### config.mk
export PLATFORM = sky130hd
export DESIGN_NAME = input_conditioner
export DESIGN_NICKNAME = d
export VERILOG_FILES = /design/src/rtl/input_conditioner_pkg.sv /design/src/rtl/input_conditioner_debounce_channel.sv /design/src/rtl/input_conditioner.sv
export SDC_FILE = /design/constraint.sdc
export NUM_CORES = 1
export LEC_CHECK = 0
export BUFFER_PORTS_ARGS = -buffer_cell sky130_fd_sc_hd__buf_2
export CORE_MARGIN = 4
export CORE_UTILIZATION = 55
export CTS_BUF_LIST = sky130_fd_sc_hd__clkbuf_4
export DETAILED_ROUTE_END_ITERATION = 10
export PLACE_DENSITY = 0.71
export SYNTH_ARGS = -nofsm -noshare
export SYNTH_HDL_FRONTEND = slang
export SYNTH_HIERARCHICAL = 1
export SYNTH_SLANG_ARGS = --single-unit
### constraint.sdc
create_clock -name clk -period 1.8 [get_ports clk]
set_clock_uncertainty 0.05 [all_clocks]
set_input_delay 0 -clock clk [delete_from_list [all_inputs] [get_ports clk]]
set_output_delay 0 -clock clk [all_outputs]
set_load 0.1 [all_outputs]
### src/rtl/input_conditioner_pkg.sv
// Shared constants and helpers for the pause-button / student-switch input conditioner.
package input_conditioner_pkg;

  localparam int DEBOUNCE_CYCLES_DEFAULT = 1000000;
  localparam int SYNC_STAGES_DEFAULT     = 2;
  localparam int DEBOUNCE_CYCLES_SIM     = 4;

  // Debounce counter width; the terminal count is DEBOUNCE_CYCLES-1, so clog2 suffices.
  function automatic int cnt_width(input int cycles);
    return $clog2(cycles);
  endfunction

endpackage

### src/rtl/input_conditioner_debounce_channel.sv
// One input channel: multi-flop synchroniser followed by a consecutive-disagreement debouncer.
module debounce_channel
  import input_conditioner_pkg::*;
#(
  parameter int SYNC_STAGES     = SYNC_STAGES_DEFAULT,
  parameter int DEBOUNCE_CYCLES = DEBOUNCE_CYCLES_DEFAULT
) (
  input  logic clk,
  input  logic rst,
  input  logic raw_in,
  output logic level_out
);

  localparam int              CW       = cnt_width(DEBOUNCE_CYCLES);
  localparam logic [CW-1:0]   CNT_LAST = CW'(DEBOUNCE_CYCLES - 1);
  localparam logic [CW-1:0]   CNT_ONE  = CW'(1);

  logic [SYNC_STAGES-1:0] sync_q;
  logic                   sync_out_s;
  logic [CW-1:0]          cnt_q;
  logic [CW-1:0]          cnt_d;
  logic                   stable_q;
  logic                   stable_d;

  assign sync_out_s = sync_q[SYNC_STAGES-1];

  always_ff @(posedge clk or posedge rst) begin
    if (rst) begin
      sync_q <= '0;
    end else begin
      sync_q <= {sync_q[SYNC_STAGES-2:0], raw_in};
    end
  end

  // Any agreement with the stable value clears the count, so short bounces never qualify.
  always_comb begin
    cnt_d    = cnt_q;
    stable_d = stable_q;
    if (sync_out_s == stable_q) begin
      cnt_d = '0;
    end else if (cnt_q == CNT_LAST) begin
      stable_d = sync_out_s;
      cnt_d    = '0;
    end else begin
      cnt_d = cnt_q + CNT_ONE;
    end
  end

  always_ff @(posedge clk or posedge rst) begin
    if (rst) begin
      cnt_q    <= '0;
      stable_q <= 1'b0;
    end else begin
      cnt_q    <= cnt_d;
      stable_q <= stable_d;
    end
  end

  assign level_out = stable_q;

endmodule

### src/rtl/input_conditioner.sv
// Conditions the raw pause button and student switch into a clean pause pulse and student level.
module input_conditioner
  import input_conditioner_pkg::*;
#(
  parameter int SYNC_STAGES     = SYNC_STAGES_DEFAULT,
  parameter int DEBOUNCE_CYCLES = DEBOUNCE_CYCLES_DEFAULT
) (
  input  logic clk,
  input  logic rst,
  input  logic btn_pause_raw,
  input  logic sw_student_raw,
  output logic pulse_pause,
  output logic sw_student,
  output logic btn_pause_level
);

  logic pause_level_s;
  logic student_level_s;
  logic pause_dly_q;

  debounce_channel #(
    .SYNC_STAGES     (SYNC_STAGES),
    .DEBOUNCE_CYCLES (DEBOUNCE_CYCLES)
  ) u_pause (
    .clk       (clk),
    .rst       (rst),
    .raw_in    (btn_pause_raw),
    .level_out (pause_level_s)
  );

  debounce_channel #(
    .SYNC_STAGES     (SYNC_STAGES),
    .DEBOUNCE_CYCLES (DEBOUNCE_CYCLES)
  ) u_student (
    .clk       (clk),
    .rst       (rst),
    .raw_in    (sw_student_raw),
    .level_out (student_level_s)
  );

  always_ff @(posedge clk or posedge rst) begin
    if (rst) begin
      pause_dly_q <= 1'b0;
    end else begin
      pause_dly_q <= pause_level_s;
    end
  end

  // Both terms are flop outputs, so the pulse is glitch-free and lasts one cycle per rise.
  assign pulse_pause     = pause_level_s & ~pause_dly_q;
  assign btn_pause_level = pause_level_s;
  assign sw_student      = student_level_s;

endmodule

==> impl_metrics.json, run 1 <==
{
  "ir_worst_vdd_mv": 0.385,
  "critPathRequiredTime_ns": 2.02,
  "clkLatencyLatePin_ns": 0.35,
  "synth_area_mm2": 0.00228,
  "dieHeight_um": 72.4,
  "layout-drive-gt1-share_pct": 25.1,
  "place_hpwl_um": 2930,
  "routabilityCongestion": 0.796,
  "syn_to_final_growth_pct": 17.8,
  "grt_pass1_vias": 1692,
  "grt_pass1_wl_um": 7450,
  "crit_arrival_ns": 1.98,
  "fp.dieW_um": 72.4,
  "clockBufferDepth": 2,
  "fillerInstances": 314,
  "core-area_mm2": 0.00400,
  "syn_nets": 227,
  "grt_start_max_net_pins": 24,
  "track_usage_pct": 17.6,
  "rrSetupSlack_ns": 0.04,
  "ys_seq_elements": 47,
  "startpoint_type": "flip-flop",
  "dieArea_mm2": 0.00524,
  "cts_buffers": 5,
  "outcome": "complete, no violations",
  "ys_warn_count": 6,
  "max_freq_mhz": 568,
  "period_share_pct": 97.7,
  "grt_antenna_before_repair": 0,
  "ff2ff_path_depth": 4,
  "hold_path.class": "input pin to async pin",
  "finalSetupViolations": 0,
  "boundaryPins": 7,
  "viasPerCell": 5.37,
  "avgSynthCellArea_um2": 10.3,
  "p_leak_nw": 1.14,
  "r2r-end": "u_pause/cnt_q[17]",
  "io_buffers": 6,
  "hold_slack_ns": 0.176,
  "finalPower_w": 0.00162,
  "cts.htree.levels": 2,
  "path_max_fanout": 3,
  "setup_tns_ns": 0,
  "maxSlewHeadroom_pct": 67.9,
  "synth.distinct_cells": 27,
  "initial_utilization_pct": 57.0,
  "maxCapViolCount": 0,
  "drt-initial-drc-count": 79,
  "wl_um": 4090,
  "dr.pass1.iters": 4,
  "drc": 0,
  "std_cell_rows": 23,
  "slew_viol_final": 0,
  "clk_pin_slew_ns": 0.13,
  "layout.nets": 265,
  "clock-sinks": 47,
  "crit_type": "flip-flop to flip-flop",
  "synth_cells": 221,
  "rsz0062_at_grt": "yes",
  "cp-end-kind": "flip-flop",
  "grt-ovfl-total": 0,
  "power.density_mw_per_mm2": 603,
  "routed-via-count": 1660,
  "antenna_cells": 0,
  "period_needed_ns": 1.76,
  "ant_nets": 0,
  "wl_per_cell_um": 13.2,
  "finalHoldViolations": 0,
  "worstMarginPinSlew_ns": 0.485,
  "r2r_start": "u_pause/cnt_q[5]",
  "clockRootBuffer": "clkbuf_4",
  "cts_tree": "done",
  "seq_area_frac_synth_pct": 51.6
}
==> Yosys cell counts <==
library cell / instances / area (um2)
nand3_1: 12 / 60.1
mux2i_1: 4 / 40.0
buf_2: 2 / 10.0
nor2b_4: 1 / 13.8
nor4_1: 8 / 50.1
nand4_2: 2 / 25.0
ha_1: 2 / 25.0
xor2_1: 10 / 87.6
a21oi_1: 4 / 20.0
o21ai_0: 4 / 20.0
nor4_2: 2 / 25.0
nand4_4: 2 / 42.5
dfrtp_1: 47 / 1180
and2_1: 2 / 12.5
nand4_1: 6 / 37.5
nand2_1: 12 / 45.0
inv_1: 11 / 41.3
xnor2_1: 22 / 193
or4_1: 2 / 15.0
mux2_2: 2 / 22.5
and3_1: 2 / 12.5
o21ai_2: 2 / 17.5
or3_1: 4 / 25.0
nor4b_1: 4 / 35.0
nor2_1: 38 / 143
and4_1: 4 / 35.0
nor3_1: 10 / 50.1
==> cells by family after synthesis <==
group                    count (synthesis)  synth area share (%)
flip-flops                              47                  51.6
AO/OA/AOI/OAI                           10                  2.52
adder cells (fa/ha/maj)                  2                  1.10
AND/OR/NAND/NOR                        111                  27.5
XOR/XNOR                                32                  12.3
multiplexers                             6                  2.74
buffers and inverters                   13                  2.25
==> cell type report <==
type                            instances  area, um2  area share [%]
Timing Repair Buffer                   33        243            9.04
Clock buffer                            5       37.5            1.40
Tap cell                               50       62.6            2.33
Inverter                               11       41.3            1.54
Clock inverter                          2       8.76           0.326
Sequential cell                        47       1190            44.2
Multi-Input combinational cell        161       1100            41.1
==> state kept, by name, summed over array words and instances (netlist names) <==
register	cells
pause_dly_q	1
u_pause/cnt_q	20
u_pause/level_out	1
u_pause/sync_q	2
u_student/cnt_q	20
u_student/level_out	1
u_student/sync_q	2
==> through the flow <==
| stage | util (%) | worst slack, ns | std cells | cell area [um2] |
|---|---|---|---|---|
| 2_1_floorplan | - | 0.00163 | 221 | 2280 |
| 3_3_place_gp | 63.0 | 0.0513 | 296 | 2520 |
| 3_5_place_dp | 63.0 | 0.0208 | 296 | 2520 |
| 4_1_cts | 65.4 | 0.00842 | 307 | 2620 |
| 5_1_grt | 67.2 | -0.0323 | 309 | 2690 |
| 6_report | 67.2 | 0.0407 | 309 | 2690 |
==> per-layer routing <==
layer | wire [um] | GRT usage (%) | share of wire [%] | vias to the layer above
met4 | 57 | 5.74 | 1.4 | 0
met5 | 0 | 0 | 0 | -
met2 | 2100 | 30.4 | 51 | 15
met1 | 1860 | 22.2 | 45 | 798
li1 | - | - | - | 839
met3 | 78 | 3.60 | 1.9 | 8
==> how the worst max path moves through the flow <==
stage / cells past startpoint / start / end
finish: 4 / u_pause/cnt_q[5] / u_pause/cnt_q[17]
global route: 4 / u_student/cnt_q[14] / u_student/cnt_q[17]
CTS: 5 / u_student/cnt_q[1] / u_student/level_out
detailed placement: 5 / u_pause/cnt_q[1] / u_pause/level_out
global placement: 5 / u_student/cnt_q[1] / u_student/level_out
floorplan: 4 / u_pause/level_out / u_pause/cnt_q[10]
==> what timing repair did <==
action,CTS,global route
pin swaps,0,5
setup buffers,0,2
endpoints found under the setup margin,2,8
hold buffers,4,0
resized for setup,2,19
hold endpoints to repair,49,0
==> worst max-delay path, cell delays in order (launching register included) <==
cell and delay, ns:
dfrtp_1 0.46, nand4_4 0.16, or4_1 0.55, or3_1 0.32
a21oi_1 0.14
==> layout by cell type (no fill, tap or decap), types with 7 or more instances in the layout <==
cell type  instances
dfrtp_1           37
nor2_1            36
buf_4             23
xnor2_1           22
nand3_1           12
nand2_1           12
inv_1             11
xor2_1            10
nor3_1            10
dfrtp_2           10
nor4_1             7
==> power by group <==
part	switching (W)	internal [W]	leakage [nW]	total [W]
clock	0.000308	0.000139	0.0285	0.000447
sequential	0.0000133	0.00107	0.626	0.00108
combinational	0.0000517	0.0000372	0.482	0.0000889
No activity file was read; power rests on OpenSTA's default activity.
==> run 2: changes to the inputs <==
--- a/config.mk
+++ b/config.mk
@@ -5,12 +5,14 @@
 export SDC_FILE = /design/constraint.sdc
 export NUM_CORES = 1
 export LEC_CHECK = 0
+export ABC_AREA = 1
 export BUFFER_PORTS_ARGS = -buffer_cell sky130_fd_sc_hd__buf_2
 export CORE_MARGIN = 4
 export CORE_UTILIZATION = 55
 export CTS_BUF_LIST = sky130_fd_sc_hd__clkbuf_4
 export DETAILED_ROUTE_END_ITERATION = 10
-export PLACE_DENSITY = 0.71
+export MAX_ROUTING_LAYER = met4
+export PLACE_DENSITY = 0.7
 export SYNTH_ARGS = -nofsm -noshare
 export SYNTH_HDL_FRONTEND = slang
 export SYNTH_HIERARCHICAL = 1
==> impl_metrics.json, run 2 <==
{
  "outcome": "complete, no violations",
  "syn_to_final_growth_pct": 8.52,
  "maxCapViolCount": 0,
  "worstMarginPinSlew_ns": 0.487,
  "reg.largest.list": "u_pause/cnt_q: 20 flops, u_student/cnt_q: 20 flops",
  "crit_type": "flip-flop to flip-flop",
  "clockRootBuffer": "clkbuf_4",
  "final_cell_mix": "nor2_1, dfrtp_1, nand2_1",
  "ys_warn_count": 6,
  "wl_um": 5190,
  "regArea_mm2": 0.00118,
  "post-place-ws_ns": 0.302,
  "wl_per_cell_um": 12.5,
  "synth_flop_cell": "dfrtp_1",
  "slew_viol_final": 0,
  "synthArstFlopShare_pct": 100,
  "multi_input_area_mm2": 0.00141,
  "layout-drive-gt1-share_pct": 23.3,
  "ir_worst_vdd_mv": 0.340,
  "cts_tree": "done",
  "dr.pass1.iters": 4,
  "fp.dieW_um": 78.3,
  "antenna_cells": 0,
  "ff2ff_path_depth": 6,
  "viasPerCell": 4.97,
  "startpoint_type": "flip-flop",
  "initial_utilization_pct": 57.1,
  "clock-sinks": 47,
  "fillerInstances": 426,
  "finalHoldViolations": 0,
  "period_needed_ns": 1.54,
  "io_buffers": 6,
  "synth_area_mm2": 0.00272,
  "synth.distinct_cells": 24,
  "path_buf_inv": 0,
  "r2r-end": "u_pause/cnt_q[9]",
  "layout.nets": 353,
  "netlist_top_cells_count": "nor2_1, dfrtp_1, nand2_1",
  "max_freq_mhz": 647,
  "crit_family": "simple AND/OR/NAND/NOR gates",
  "period_share_pct": 85.8,
  "ys_seq_elements": 47,
  "cts_buffers": 5,
  "postCtsSetupRepairBufs": 0,
  "dieArea_mm2": 0.00613,
  "clk_pin_slew_ns": 0.13,
  "routabilityCongestion": 0.924,
  "track_usage_pct": 19.7,
  "power.density_mw_per_mm2": 565,
  "crit_arrival_ns": 1.74,
  "clkLatencyLatePin_ns": 0.35,
  "routed-via-count": 2061,
  "grt_pass1_vias": 1974,
  "path_max_fanout": 7,
  "drt-initial-drc-count": 215,
  "p_leak_nw": 1.27,
  "r2r_start": "u_pause/cnt_q[0]",
  "mostFrequentLayoutCell": "nor2_1",
  "grt_antenna_before_repair": 0,
  "synth_top_area_cell": "dfrtp_1",
  "fin_ws_ns": 0.255,
  "grt_pass1_wl_um": 9310,
  "avgSynthCellArea_um2": 8.28,
  "ant_nets": 0,
  "maxSlewHeadroom_pct": 67.8,
  "rrSetupSlack_ns": 0.26,
  "slowest_delay_ns": 0.39,
  "dieHeight_um": 78.3,
  "slowest_stage": "dfrtp_1",
  "synth_edf_count": 0,
  "boundaryPins": 7,
  "yosys.cell_count.top_type": "nor2_1",
  "critPathRequiredTime_ns": 1.99,
  "cp-end-kind": "flip-flop",
  "place_hpwl_um": 4010,
  "path_cells": "ha_1 > nand3_1 > nor2_2 > nand3_2 > nand2_4 > nor2_1",
  "seq_area_frac_synth_pct": 43.3,
  "synthTopCellsByArea": "dfrtp_1, nor2_1, nand2_1, nor2_4, xor2_1",
  "drc": 0,
  "grt_start_max_net_pins": 24,
  "std_cell_rows": 25,
  "setup_tns_ns": 0,
  "rsz0062_at_grt": "no",
  "finalSetupViolations": 0,
  "synth_cells": 328,
  "syn_nets": 334,
  "hold_path.class": "input pin to async pin",
  "grt-ovfl-total": 0,
  "synth_top_area_share_pct": 43.3,
  "clockBufferDepth": 2,
  "core-area_mm2": 0.00475,
  "cts.htree.levels": 2
}
==> run 2: cell count changes after synthesis, moves of 12 or more <==
cell     before  now
inv_1        11   32
nand2_1      12   42
nand2_2       0   18
nor2_1       38   72
nor2_2        0   13
nor2_4        0   12
xnor2_1      22    4
==> run 2: repair_timing <==
item,CTS,global route
setup endpoints to repair,0,0
gates resized for setup,0,0
hold buffers,4,0
hold endpoints to repair,49,0
==> run 2: kinds of logic (layout without fill, tap and decap cells) <==
| group | count (synthesis) | in the layout | synth area share (%) |
|---|---|---|---|
| AND/OR/NAND/NOR | 209 | 209 | 41.2 |
| XOR/XNOR | 20 | 20 | 7.00 |
| adder cells (fa/ha/maj) | 2 | 2 | 0.921 |
| buffers and inverters | 36 | 56 | 4.97 |
| flip-flops | 47 | 47 | 43.3 |
| AO/OA/AOI/OAI | 14 | 14 | 2.58 |
==> run 2: worst max-delay path by stage <==
stage	slack (ns)	cells after the start	end	startpoint
floorplan	0.06	3	u_pause/cnt_q[2]	u_pause/level_out
global placement	0.33	6	u_pause/cnt_q[9]	u_pause/cnt_q[0]
detailed placement	0.30	6	u_pause/cnt_q[5]	u_pause/cnt_q[0]
CTS	0.26	3	pulse_pause	u_pause/level_out
global route	0.16	6	u_student/cnt_q[6]	u_student/cnt_q[0]
finish	0.26	6	u_pause/cnt_q[9]	u_pause/cnt_q[0]
==> run 2: final cells by class <==
class                           instances  area share [%]
Multi-Input combinational cell        245            47.8
Sequential cell                        47            39.9
Inverter                               36            4.58
Timing Repair Buffer                   12            2.89
Tap cell                               67            2.84
Clock buffer                            7            1.78
Clock inverter                          1           0.170
==> run 2: metal layers <==
layer,vias to the layer above,global-route usage [%],part of all wire (%)
met5,-,-,0
met4,0,4.72,0.66
met3,4,4.24,5.2
met2,51,27.5,42
met1,936,29.4,52
li1,1070,-,-
==> run 2: metrics by stage <==
step           hold WS (ns)  instances  area [um2]  power, W  utilization, %
2_1_floorplan        -0.321        328        2720   0.00116               -
3_3_place_gp         -0.198        403        2850   0.00118            59.9
3_5_place_dp         -0.196        403        2850   0.00118            59.9
4_1_cts               0.153        415        2950   0.00170            62.0
5_1_grt               0.214        415        2950   0.00175            62.0
6_report              0.188        415        2950   0.00166            62.0
==> run 2: worst min-delay path: cells and delay by family <==
family,cells,cell delay [ns]
buffers and inverters,4,0.98
==> run 2: report_power, final <==
| group | internal [W] | switching (W) |
|---|---|---|
| registers | 0.00107 | 0.0000104 |
| clock network | 0.000183 | 0.000314 |
| logic | 0.0000273 | 0.0000585 |
| total | 0.00128 | 0.000383 |
